File: config.mk
export PLATFORM = sky130hd
export DESIGN_NAME = adc_sample_sequencer_flat
export DESIGN_NICKNAME = d
export VERILOG_FILES = /design/src/rtl/adc_sample_sequencer_if.sv /design/src/rtl/adc_sample_sequencer.sv /design/src/flat_wrapper.sv
export SDC_FILE = /design/constraint.sdc
export NUM_CORES = 1
export LEC_CHECK = 0
export CORE_UTILIZATION = 39
export DETAILED_ROUTE_END_ITERATION = 8
export REMOVE_ABC_BUFFERS = 1
export SYNTH_ARGS = -nofsm -noshare
export SYNTH_HDL_FRONTEND = slang
export SYNTH_SLANG_ARGS = --single-unit
File: constraint.sdc
create_clock -name clk -period 3 [get_ports clk]
set_clock_uncertainty 0.2 [all_clocks]
set_input_delay 0.3 -clock clk [delete_from_list [all_inputs] [get_ports clk]]
set_output_delay 0.3 -clock clk [all_outputs]
set_load 0.03 [all_outputs]
File: src/rtl/adc_sample_sequencer_if.sv
// ADC request/response handshake plus the sequencer's result and status signals.
// The master side is the sequencer; the slave side is the ADC front end and display consumers.
interface adc_sample_sequencer_if #(
    parameter int unsigned DATA_W = 12
);
    logic              enable;
    logic              adc_req;
    logic              adc_valid;
    logic [DATA_W-1:0] adc_data;
    logic [DATA_W-1:0] sample_out;
    logic [DATA_W-1:0] avg_out;
    logic              avg_valid;
    logic              overrun;
    logic              timeout_err;

    modport master (
        input  enable,
        input  adc_valid,
        input  adc_data,
        output adc_req,
        output sample_out,
        output avg_out,
        output avg_valid,
        output overrun,
        output timeout_err
    );

    modport slave (
        output enable,
        output adc_valid,
        output adc_data,
        input  adc_req,
        input  sample_out,
        input  avg_out,
        input  avg_valid,
        input  overrun,
        input  timeout_err
    );
endinterface

File: src/rtl/adc_sample_sequencer.sv
// Periodic ADC conversion scheduler with a 2^AVG_LOG2-sample truncating block averager.
// Outputs freeze while enable is low; sampling and accumulation keep running.
module adc_sample_sequencer #(
    parameter int unsigned SAMPLE_PERIOD = 50000,
    parameter int unsigned AVG_LOG2      = 8,
    parameter int unsigned DATA_W        = 12,
    parameter int unsigned TIMEOUT       = 1000
) (
    input  logic                  clk,
    input  logic                  reset,
    adc_sample_sequencer_if.master bus
);
    localparam int unsigned TickW = $clog2(SAMPLE_PERIOD);
    localparam int unsigned WaitW = $clog2(TIMEOUT);
    localparam int unsigned AccW  = DATA_W + AVG_LOG2;

    typedef enum logic [1:0] {StIdle, StReq, StDone} state_e;

    state_e              state_q, state_d;
    logic [TickW-1:0]    tick_cnt_q, tick_cnt_d;
    logic [WaitW-1:0]    wait_cnt_q, wait_cnt_d;
    logic [AccW-1:0]     acc_q, acc_d;
    logic [AVG_LOG2-1:0] cnt_q, cnt_d;
    logic [DATA_W-1:0]   sample_q, sample_d;
    logic [DATA_W-1:0]   avg_q, avg_d;
    logic                avg_valid_q, avg_valid_d;
    logic                overrun_q, overrun_d;
    logic                timeout_err_q, timeout_err_d;
    logic                tick;

    // Free-running; independent of enable and of the FSM.
    assign tick       = (tick_cnt_q == TickW'(SAMPLE_PERIOD - 1));
    assign tick_cnt_d = tick ? '0 : tick_cnt_q + TickW'(1);

    always_comb begin
        state_d       = state_q;
        wait_cnt_d    = wait_cnt_q;
        acc_d         = acc_q;
        cnt_d         = cnt_q;
        sample_d      = sample_q;
        avg_d         = avg_q;
        avg_valid_d   = 1'b0;
        overrun_d     = overrun_q | (tick && (state_q != StIdle));
        timeout_err_d = timeout_err_q;

        case (state_q)
            StIdle: begin
                if (tick) begin
                    state_d    = StReq;
                    wait_cnt_d = '0;
                end
            end
            StReq: begin
                // A response arriving in the timeout cycle still counts.
                if (bus.adc_valid) begin
                    acc_d = acc_q + AccW'(bus.adc_data);
                    cnt_d = cnt_q + AVG_LOG2'(1);
                    if (bus.enable) begin
                        sample_d = bus.adc_data;
                    end
                    state_d = (cnt_q == '1) ? StDone : StIdle;
                end else if (wait_cnt_q == WaitW'(TIMEOUT - 1)) begin
                    timeout_err_d = 1'b1;
                    state_d       = StIdle;
                end else begin
                    wait_cnt_d = wait_cnt_q + WaitW'(1);
                end
            end
            StDone: begin
                if (bus.enable) begin
                    avg_d       = acc_q[AccW-1:AVG_LOG2];
                    avg_valid_d = 1'b1;
                end
                acc_d   = '0;
                cnt_d   = '0;
                state_d = StIdle;
            end
            default: state_d = StIdle;
        endcase
    end

    always_ff @(posedge clk) begin
        if (reset) begin
            state_q       <= StIdle;
            tick_cnt_q    <= '0;
            wait_cnt_q    <= '0;
            acc_q         <= '0;
            cnt_q         <= '0;
            sample_q      <= '0;
            avg_q         <= '0;
            avg_valid_q   <= 1'b0;
            overrun_q     <= 1'b0;
            timeout_err_q <= 1'b0;
        end else begin
            state_q       <= state_d;
            tick_cnt_q    <= tick_cnt_d;
            wait_cnt_q    <= wait_cnt_d;
            acc_q         <= acc_d;
            cnt_q         <= cnt_d;
            sample_q      <= sample_d;
            avg_q         <= avg_d;
            avg_valid_q   <= avg_valid_d;
            overrun_q     <= overrun_d;
            timeout_err_q <= timeout_err_d;
        end
    end

    assign bus.adc_req     = (state_q == StReq);
    assign bus.sample_out  = sample_q;
    assign bus.avg_out     = avg_q;
    assign bus.avg_valid   = avg_valid_q;
    assign bus.overrun     = overrun_q;
    assign bus.timeout_err = timeout_err_q;
endmodule

File: src/flat_wrapper.sv
// flat-port wrapper written by rule: the top's interface ports become plain ports
module adc_sample_sequencer_flat 
#(
    parameter int unsigned SAMPLE_PERIOD = 50000,
    parameter int unsigned AVG_LOG2      = 8,
    parameter int unsigned DATA_W        = 12,
    parameter int unsigned TIMEOUT       = 1000
)
  (clk, reset, bus_enable, bus_adc_valid, bus_adc_data, bus_adc_req, bus_sample_out, bus_avg_out, bus_avg_valid, bus_overrun, bus_timeout_err);
  adc_sample_sequencer_if #(.DATA_W(DATA_W)) bus_i ();
  input  logic clk;
  input  logic reset;
  input wire logic [$bits(bus_i.enable)-1:0] bus_enable;
  input wire logic [$bits(bus_i.adc_valid)-1:0] bus_adc_valid;
  input wire logic [$bits(bus_i.adc_data)-1:0] bus_adc_data;
  output wire logic [$bits(bus_i.adc_req)-1:0] bus_adc_req;
  output wire logic [$bits(bus_i.sample_out)-1:0] bus_sample_out;
  output wire logic [$bits(bus_i.avg_out)-1:0] bus_avg_out;
  output wire logic [$bits(bus_i.avg_valid)-1:0] bus_avg_valid;
  output wire logic [$bits(bus_i.overrun)-1:0] bus_overrun;
  output wire logic [$bits(bus_i.timeout_err)-1:0] bus_timeout_err;
  assign bus_i.enable = bus_enable;
  assign bus_i.adc_valid = bus_adc_valid;
  assign bus_i.adc_data = bus_adc_data;
  assign bus_adc_req = bus_i.adc_req;
  assign bus_sample_out = bus_i.sample_out;
  assign bus_avg_out = bus_i.avg_out;
  assign bus_avg_valid = bus_i.avg_valid;
  assign bus_overrun = bus_i.overrun;
  assign bus_timeout_err = bus_i.timeout_err;
  adc_sample_sequencer #(.SAMPLE_PERIOD(SAMPLE_PERIOD), .AVG_LOG2(AVG_LOG2), .DATA_W(DATA_W), .TIMEOUT(TIMEOUT)) u_core (.clk(clk), .reset(reset), .bus(bus_i));
endmodule
; ---- Yosys cells after proc, flatten, opt, wreduce, memory -nomap -nowiden
; Cells that the tools add are included.
; Widths: inputs -> output; s select.
[classes]
add_sub_neg = 4
n_eq_ne = 10
muxes = 14
n_bitwise = 3
n_reduce_logical = 13
[op_table]
columns = operator, n
row1 = $pmux 20 s2, 1
row2 = $mux 10, 3
row3 = $add 20x12->20, 1
row4 = $mux 20, 1
row5 = $pmux 10 s2, 1
row6 = $add 16x1->16 const B, 1
row7 = $eq 16x16->1 const B, 1
row8 = $pmux 8 s2, 1
row9 = $add 10x1->10 const B, 1
row10 = $eq 10x10->1 const B, 1
row11 = $add 8x1->8 const B, 1
row12 = $eq 8x8->1 const B, 1
row13 = $mux 2, 4
row14 = $mux 8, 1
row15 = $ne 2x2->1 const B, 3
row16 = $reduce_and 2->1, 3
row17 = $reduce_and 3->1, 2
row18 = $reduce_bool 2->1, 3
row19 = $pmux 2 s2, 1
row20 = $reduce_and 4->1, 1
row21 = $reduce_or 2->1, 2
row22 = $ne 3x2->1 const B, 1
row23 = $eq 2x1->1 const B, 1
row24 = $eq 2x2->1 const B, 1
row25 = 6 further kinds, 7
[totals]
reg_bits = 83
inputBits = 16
out_inout_bits = 28

; ---- Logic depth before layout (Yosys ltp)
; Gate-level depths: netlist of run 1.
[logic_depth]
word_depth = 4
depth_mapped = 8
depth_no_buf = 7

; ---- Least setup slack after synthesis of run 1
; OpenSTA, ideal clock, no wires.
[synth_path]
path_type = input to register
from = input bus_adc_data[0]
to = register u_core.acc_q[18]
setup_ns = 0.129
t_arrival_ns = 1.868
required_ns = 2.671
path_slack_ns = 0.803
stages = 7
path_buffers = 0
cell_sequence = ha_1 fa_1 a21o_1 a221o_1 a21oi_2 nor4_1 mux2i_1
[synth_between]
elab_chain_cells = 3
[synth_lines]
columns = element, line_no
row1 = start: declaration, flat_wrapper.sv:15  ; input wire logic [$bits(bus_i.adc_data)-1:0] bus_adc_data;
row2 = $add 20x12->20, adc_sample_sequencer.sv:56  ; acc_d = acc_q + AccW'(bus.adc_data);
row3 = $mux 20, adc_sample_sequencer.sv:55  ; if (bus.adc_valid) begin
row4 = $pmux 20 s2, adc_sample_sequencer.sv:46  ; case (state_q)
row5 = end signal: assignment, adc_sample_sequencer.sv:87  ; acc_q <= '0;
row6 = end signal: assignment, adc_sample_sequencer.sv:98  ; acc_q <= acc_d;
row7 = end: declaration, adc_sample_sequencer.sv:22  ; logic [AccW-1:0] acc_q, acc_d;
; Every way passes these cells. The select of a mux whose other input is x is not followed.
; A chain may end at the register's enable or synchronous reset.

; ---- Worst setup path after layout of run 1
; Same ends and word-level chain as after synthesis.

==> results of run 1 <==
## synth_stat cells, drive strengths merged, types with 2 or more instances
| cell type | n | area, um2 |
|---|---|---|
| nand2b | 2 | 12.5 |
| a31oi | 3 | 25.0 |
| nand3b | 2 | 15.0 |
| nand3 | 29 | 145 |
| mux2i | 5 | 50.1 |
| a2111oi | 2 | 17.5 |
| or2 | 4 | 25.0 |
| a21o | 8 | 61.3 |
| nor4 | 2 | 12.5 |
| nor3 | 8 | 40.0 |
| xnor2 | 11 | 96.3 |
| or4 | 2 | 15.0 |
| buf | 12 | 60.1 |
| dfxtp | 83 | 1660 |
| nand4b | 2 | 17.5 |
| nor2 | 50 | 190 |
| and3 | 7 | 45.1 |
| o211ai | 3 | 27.5 |
| a211oi | 3 | 22.5 |
| ha | 15 | 188 |
| a211o | 3 | 27.5 |
| and2 | 2 | 12.5 |
| o21ai | 10 | 53.8 |
| inv | 4 | 15.0 |
| and4 | 3 | 26.3 |
| nand2 | 89 | 334 |
| clkbuf | 11 | 42.5 |
| a21oi | 55 | 279 |
| or3 | 4 | 25.0 |
| xor2 | 21 | 184 |
| o31ai | 2 | 15.0 |
| nand4 | 8 | 50.1 |
| nor3b | 2 | 15.0 |
| nor4b | 3 | 26.3 |
## worst paths after layout
path                              endpoint  slack, ps  depth (start not counted)
setup / recovery          u_core.acc_q[18]        510                          8
hold reg to reg   u_core.bus.sample_out[9]        250                          2
setup reg to reg          u_core.acc_q[18]        620                          7
hold / removal             u_core.cnt_q[3]        140                          2
## layout make-up
class / instances / area [um2] / share of cell area, %
clock buffer: 10 / 138 / 2.93
inverter: 4 / 15.0 / 0.319
timing repair buffer: 48 / 463 / 9.85
multi-input combinational: 373 / 2180 / 46.4
clock inverter: 5 / 77.6 / 1.65
tap: 133 / 166 / 3.54
sequential: 83 / 1660 / 35.3
## cells by family (layout without fill, tap and decap cells)
kind of cell / after synthesis / after routing / share of synthesized area [%]
flops: 83 / 83 / 42.0
xor+xnor: 32 / 32 / 7.08
fa+ha+maj: 16 / 16 / 5.24
compound gates: 96 / 96 / 14.9
mux: 6 / 6 / 1.55
buf+inv: 27 / 67 / 2.97
simple gates: 223 / 223 / 26.3
## where the power goes
group	switching (mW)	internal [mW]	total, mW
Sequential	0.00304	1.10	1.11
Clock	0.391	0.484	0.876
Combinational	0.0495	0.0348	0.0843
Total	0.444	1.62	2.07
## metal layers
metal	wire length [um]	GRT usage, %
met2	3990	29.2
met4	127	8.13
met3	371	3.05
met5	0	0
met1	3960	21.8
## per-stage QoR
stage	total power, mW	hold slack (ps)	cells
after detailed placement	1.22	243	641
after floorplan	1.17	169	460
after CTS	2.10	133	656
final	2.07	135	656
after global routing	2.16	158	656
after global placement	1.22	242	641
## sequential cells by signal (all words and copies together), names as in the netlist
| signal | flops |
|---|---|
| u_core.bus.avg_out | 12 |
| u_core.bus.timeout_err | 1 |
| u_core.state_q | 2 |
| u_core.bus.avg_valid | 1 |
| u_core.acc_q | 20 |
| u_core.wait_cnt_q | 10 |
| u_core.tick_cnt_q | 16 |
| u_core.bus.sample_out | 12 |
| u_core.cnt_q | 8 |
| u_core.bus.overrun | 1 |
==> flow_summary.toml, run 1 <==
[cells_and_area]
fraction_of_layout_instances_using_a_drive_strength_above_1_pct = 6.88
num-nets-final = 551
end_of_flow_core_utilization_pct = 47.9
area_delta_synth_final_pct = 18.7
most_frequent_cells_in_the_layout = "sky130_fd_sc_hd__nand2_1 (89), sky130_fd_sc_hd__dfxtp_1 (83), sky130_fd_sc_hd__a21oi_1 (54)"
finalInstanceArea_um2 = 4700
final.fill_count = 989
leading_cell_type_in_the_layout_fill_and_taps_excluded = "sky130_fd_sc_hd__nand2_1"
antenna_cells_inserted = 0

[clock_network]
cts_made_buffers = 9
cts_num_sinks = 83
clk_pin_slew_ps = 80
buffer_depth_of_the_longest_clock_path = 2
cts_resized = 0
cts_setup_buffers = 0
cts_tree = "yes"
htreeDepth = 3
post_cts_hold_buffer_count = 0
clock_latency_on_the_worst_skew_pair_ps = 340
clock-root-buffer = "sky130_fd_sc_hd__clkbuf_8"

[worst_setup_path]
path_cells = "clkdlybuf4s50_1 > ha_1 > fa_1 > a21o_1 > a221o_1 > a21oi_2 > nor4_1 > mux2i_1"
worst_ep_required_time_ps = 3030
critPathLaunchType = "input pin"
worst_setup_path_startpoint = "bus_adc_data[0]"
critical_path.reg2reg.startpoint = "u_core.acc_q[0]"
critical_path.max_fanout = 6
critical-path-max-stage-delay_ps = 430
critical_path_arrival_ps = 2520
timing.critical_path.buf_inv = 1
critical-path-top-delay-family = "compound AO/OA/AOI/OAI gates"
critical_path.endpoint_type = "register"
worst_path_max_delay_cell = "sky130_fd_sc_hd__clkdlybuf4s50_1"
crit_type = "in -> reg"

[sta]
rsz0062_at_grt = "no"
setup-violations-final = 0
layout_worst_path_cycle_share_pct = 82.9
fin_setup_tns_ps = 0
report.final.slew_viol_count = 0
tightest_pin_transition_ps = 614
maxClockFrequency_mhz = 402
final.setup.worst_slack_ps = 512
timing.final.crit_period_ps = 2490
finalHoldViolCount = 0
relSlewSlack_pct = 58.9

[yosys]
post_synth_edffs = 0
netlist-cell-type-count = 57
synth-seq-cells = 83
post_syn_instances = 483
postSynth.asyncResetShare_pct = 0
netlist_area_um2 = 3960
synth.yosys.warnings = 0
synth_seq_area_share_pct = 42.0
syn-mean-instance-area_um2 = 8.20
synth_top_flop_cell = "sky130_fd_sc_hd__dfxtp_1"

[global_route]
globalRouteOverflowTotal = 0
grt_max_degree = 44
number_of_global_route_vias_before_repair = 3160
antenna_found_initial = 0
grt_pass1_wl_um = 14400
total_routing_usage_reported_by_global_routing_pct = 17.4

[floorplanning]
std_cell_rows = 36
top_level_ports = 44
width_of_the_chip_um = 103
die_outline_area_um2 = 10600
core_area_um2 = 9820
start_util_pct = 40.3
die_height_um = 103

[power]
power.density_cell_area_nw_per_um2 = 440
p_leak_nw = 1.68
max-vdd-ir-drop_v = 0.000194

[route]
post_drt_via_cell_ratio = 5.12
detailroute.via_count = 3357
wirelength_um = 8460
drc = 0
routedWlPerCell_um = 12.9
route.antenna.remaining_nets = 0
detailedRoute.firstIterationViolations = 116
drt-pass1-iter-count = 4

[min_path]
startpoint_of_the_tightest_hold_check_path = "reset"
holdCritPathClass = "in -> reg"

[outcome]
status = "finished clean"

[placed_design]
place.gp.congestion = 0.838
dp_hpwl_um = 6020
dpl-instance-area_um2 = 4490
place_worst_setup_slack_ps = 152
io_buffer_count = 43

[run]
maxCapViolCount = 0
Power figures use the tool's default switching activity.
==> run 2: changes to the inputs <==
==> constraint.sdc (replaced) <==
create_clock -name clk -period 2 [get_ports clk]
set_clock_uncertainty 0.2 [all_clocks]
set_input_delay 0.2 -clock clk [delete_from_list [all_inputs] [get_ports clk]]
set_output_delay 0.2 -clock clk [all_outputs]
set_load 0.03 [all_outputs]
==> flow_summary.toml, run 2 (synthesis results as in run 1) <==
[outcome]
status = "complete, but fails checks"
violations = "negative setup slack"

[worst_setup_path]
crit_type = "reg -> reg"
critical_path_arrival_ps = 2330
worst_ep_required_time_ps = 2100
critPathLaunchType = "register"
worst_setup_path_startpoint = "u_core.acc_q[0]"
critical_path.endpoint_type = "register"
critical_path.max_fanout = 4
critical_path.reg2reg.startpoint = "u_core.acc_q[0]"

[cells_and_area]
num-nets-final = 600
largest_reg_flops = 20
most_frequent_cells_in_the_layout = "sky130_fd_sc_hd__nand2_1 (89), sky130_fd_sc_hd__dfxtp_1 (81), sky130_fd_sc_hd__a21oi_1 (53)"
reg.largest.list = "u_core.acc_q: 20 flops, u_core.tick_cnt_q: 16 flops"
area_delta_synth_final_pct = 35.2
final.fill_count = 959
fraction_of_layout_instances_using_a_drive_strength_above_1_pct = 19.2
top_register = "u_core.acc_q"
finalInstanceArea_um2 = 5360
end_of_flow_core_utilization_pct = 54.5
leading_cell_type_in_the_layout_fill_and_taps_excluded = "sky130_fd_sc_hd__nand2_1"
final_non_filler_cells = 706
antenna_cells_inserted = 0

[sta]
tightest_pin_transition_ps = 450
relSlewSlack_pct = 69.9
report.final.slew_viol_count = 0
rsz0062_at_grt = "yes"
holdWs_ps = 60.5
layout_worst_path_cycle_share_pct = 112
setup-violations-final = 8
final.setup.worst_slack_ps = -233
maxClockFrequency_mhz = 448
timing.final.crit_period_ps = 2230
finalHoldViolCount = 0
fin_setup_tns_ps = -1360

[clock_network]
htreeDepth = 3
cts_tree = "yes"
clock-root-buffer = "sky130_fd_sc_hd__clkbuf_8"
clk_pin_slew_ps = 90
clock_latency_on_the_worst_skew_pair_ps = 360
buffer_depth_of_the_longest_clock_path = 2
cts_made_buffers = 9
cts_num_sinks = 83

[floorplanning]
die_outline_area_um2 = 10600
std_cell_rows = 36
start_util_pct = 40.3
top_level_ports = 44
core_area_um2 = 9820
width_of_the_chip_um = 103
die_height_um = 103

[run]
maxCapViolCount = 0

[route]
detailedRoute.firstIterationViolations = 107
wirelength_um = 9450
route.antenna.remaining_nets = 0
post_drt_via_cell_ratio = 5.14
drt-pass1-iter-count = 4
drc = 0
routedWlPerCell_um = 13.4
detailroute.via_count = 3630

[min_path]
holdCritPathClass = "in -> reg"
startpoint_of_the_tightest_hold_check_path = "reset"

[placed_design]
dp_hpwl_um = 6630
dpl-instance-area_um2 = 4830
place.gp.congestion = 0.900
io_buffer_count = 43
number_of_placed_cells_counting_well_taps = 683
place_worst_setup_slack_ps = -675

[power]
p_leak_nw = 1.98
design_power_total_mw = 3.24
power.density_cell_area_nw_per_um2 = 605
max-vdd-ir-drop_v = 0.000323

[global_route]
globalRouteOverflowTotal = 0
antenna_found_initial = 0
grt_pass1_wl_um = 15300
number_of_global_route_vias_before_repair = 3433
total_routing_usage_reported_by_global_routing_pct = 18.8
grt_max_degree = 25
## run 2: routing by layer
metal  global-route usage (%)  vias to the layer above  routed length [um]
met5                        0                        -                   0
met4                     10.1                        0                 236
met3                     2.85                       20                 317
met2                     33.0                       60                4670
met1                     22.1                     1699                4220
li1                         -                     1851                   -
## run 2: final timing paths
check,to,slack (ps),depth (start not counted)
worst max-delay path,u_core.acc_q[14],-230,8
worst min-delay path,u_core.cnt_q[6],60,2
worst max register to register,u_core.acc_q[14],-230,8
worst min register to register,u_core.bus.avg_out[2],260,2
## run 2: cell type report
cell class              count  area [um2]  share of cell area (%)
multi-input cells         373        2410                    44.9
flip-flops and latches     83        1670                    31.1
repair buffers             97         866                    16.2
well taps                 133         166                    3.11
clock buffers              11         151                    2.83
clock inverters             5        83.8                    1.57
inverters                   4        15.0                   0.280
## run 2: report_power, final
group,total [mW],internal (mW),leakage [nW],switching (mW)
registers,1.66,1.65,0.670,0.00499
logic,0.167,0.0783,1.20,0.0890
clock network,1.42,0.776,0.112,0.640
total,3.24,2.51,1.98,0.734
## run 2: worst max-delay path: stages, from the launching register on
cell and delay, ps:
sky130_fd_sc_hd__dfxtp_2 340, sky130_fd_sc_hd__ha_4 160, sky130_fd_sc_hd__fa_2 340, sky130_fd_sc_hd__a21o_1 180, sky130_fd_sc_hd__a221o_1 390, sky130_fd_sc_hd__a21oi_4 220, sky130_fd_sc_hd__buf_4 150, sky130_fd_sc_hd__o211ai_1 80
sky130_fd_sc_hd__a21oi_1 130
## run 2: what timing repair did
item,4_1_cts,5_1_grt
pin swaps,10,10
gates resized for setup,24,24
setup buffers,2,5
endpoints found under the hold margin,0,1
hold buffers,0,1
endpoints found under the setup margin,14,31
gates cloned,0,0
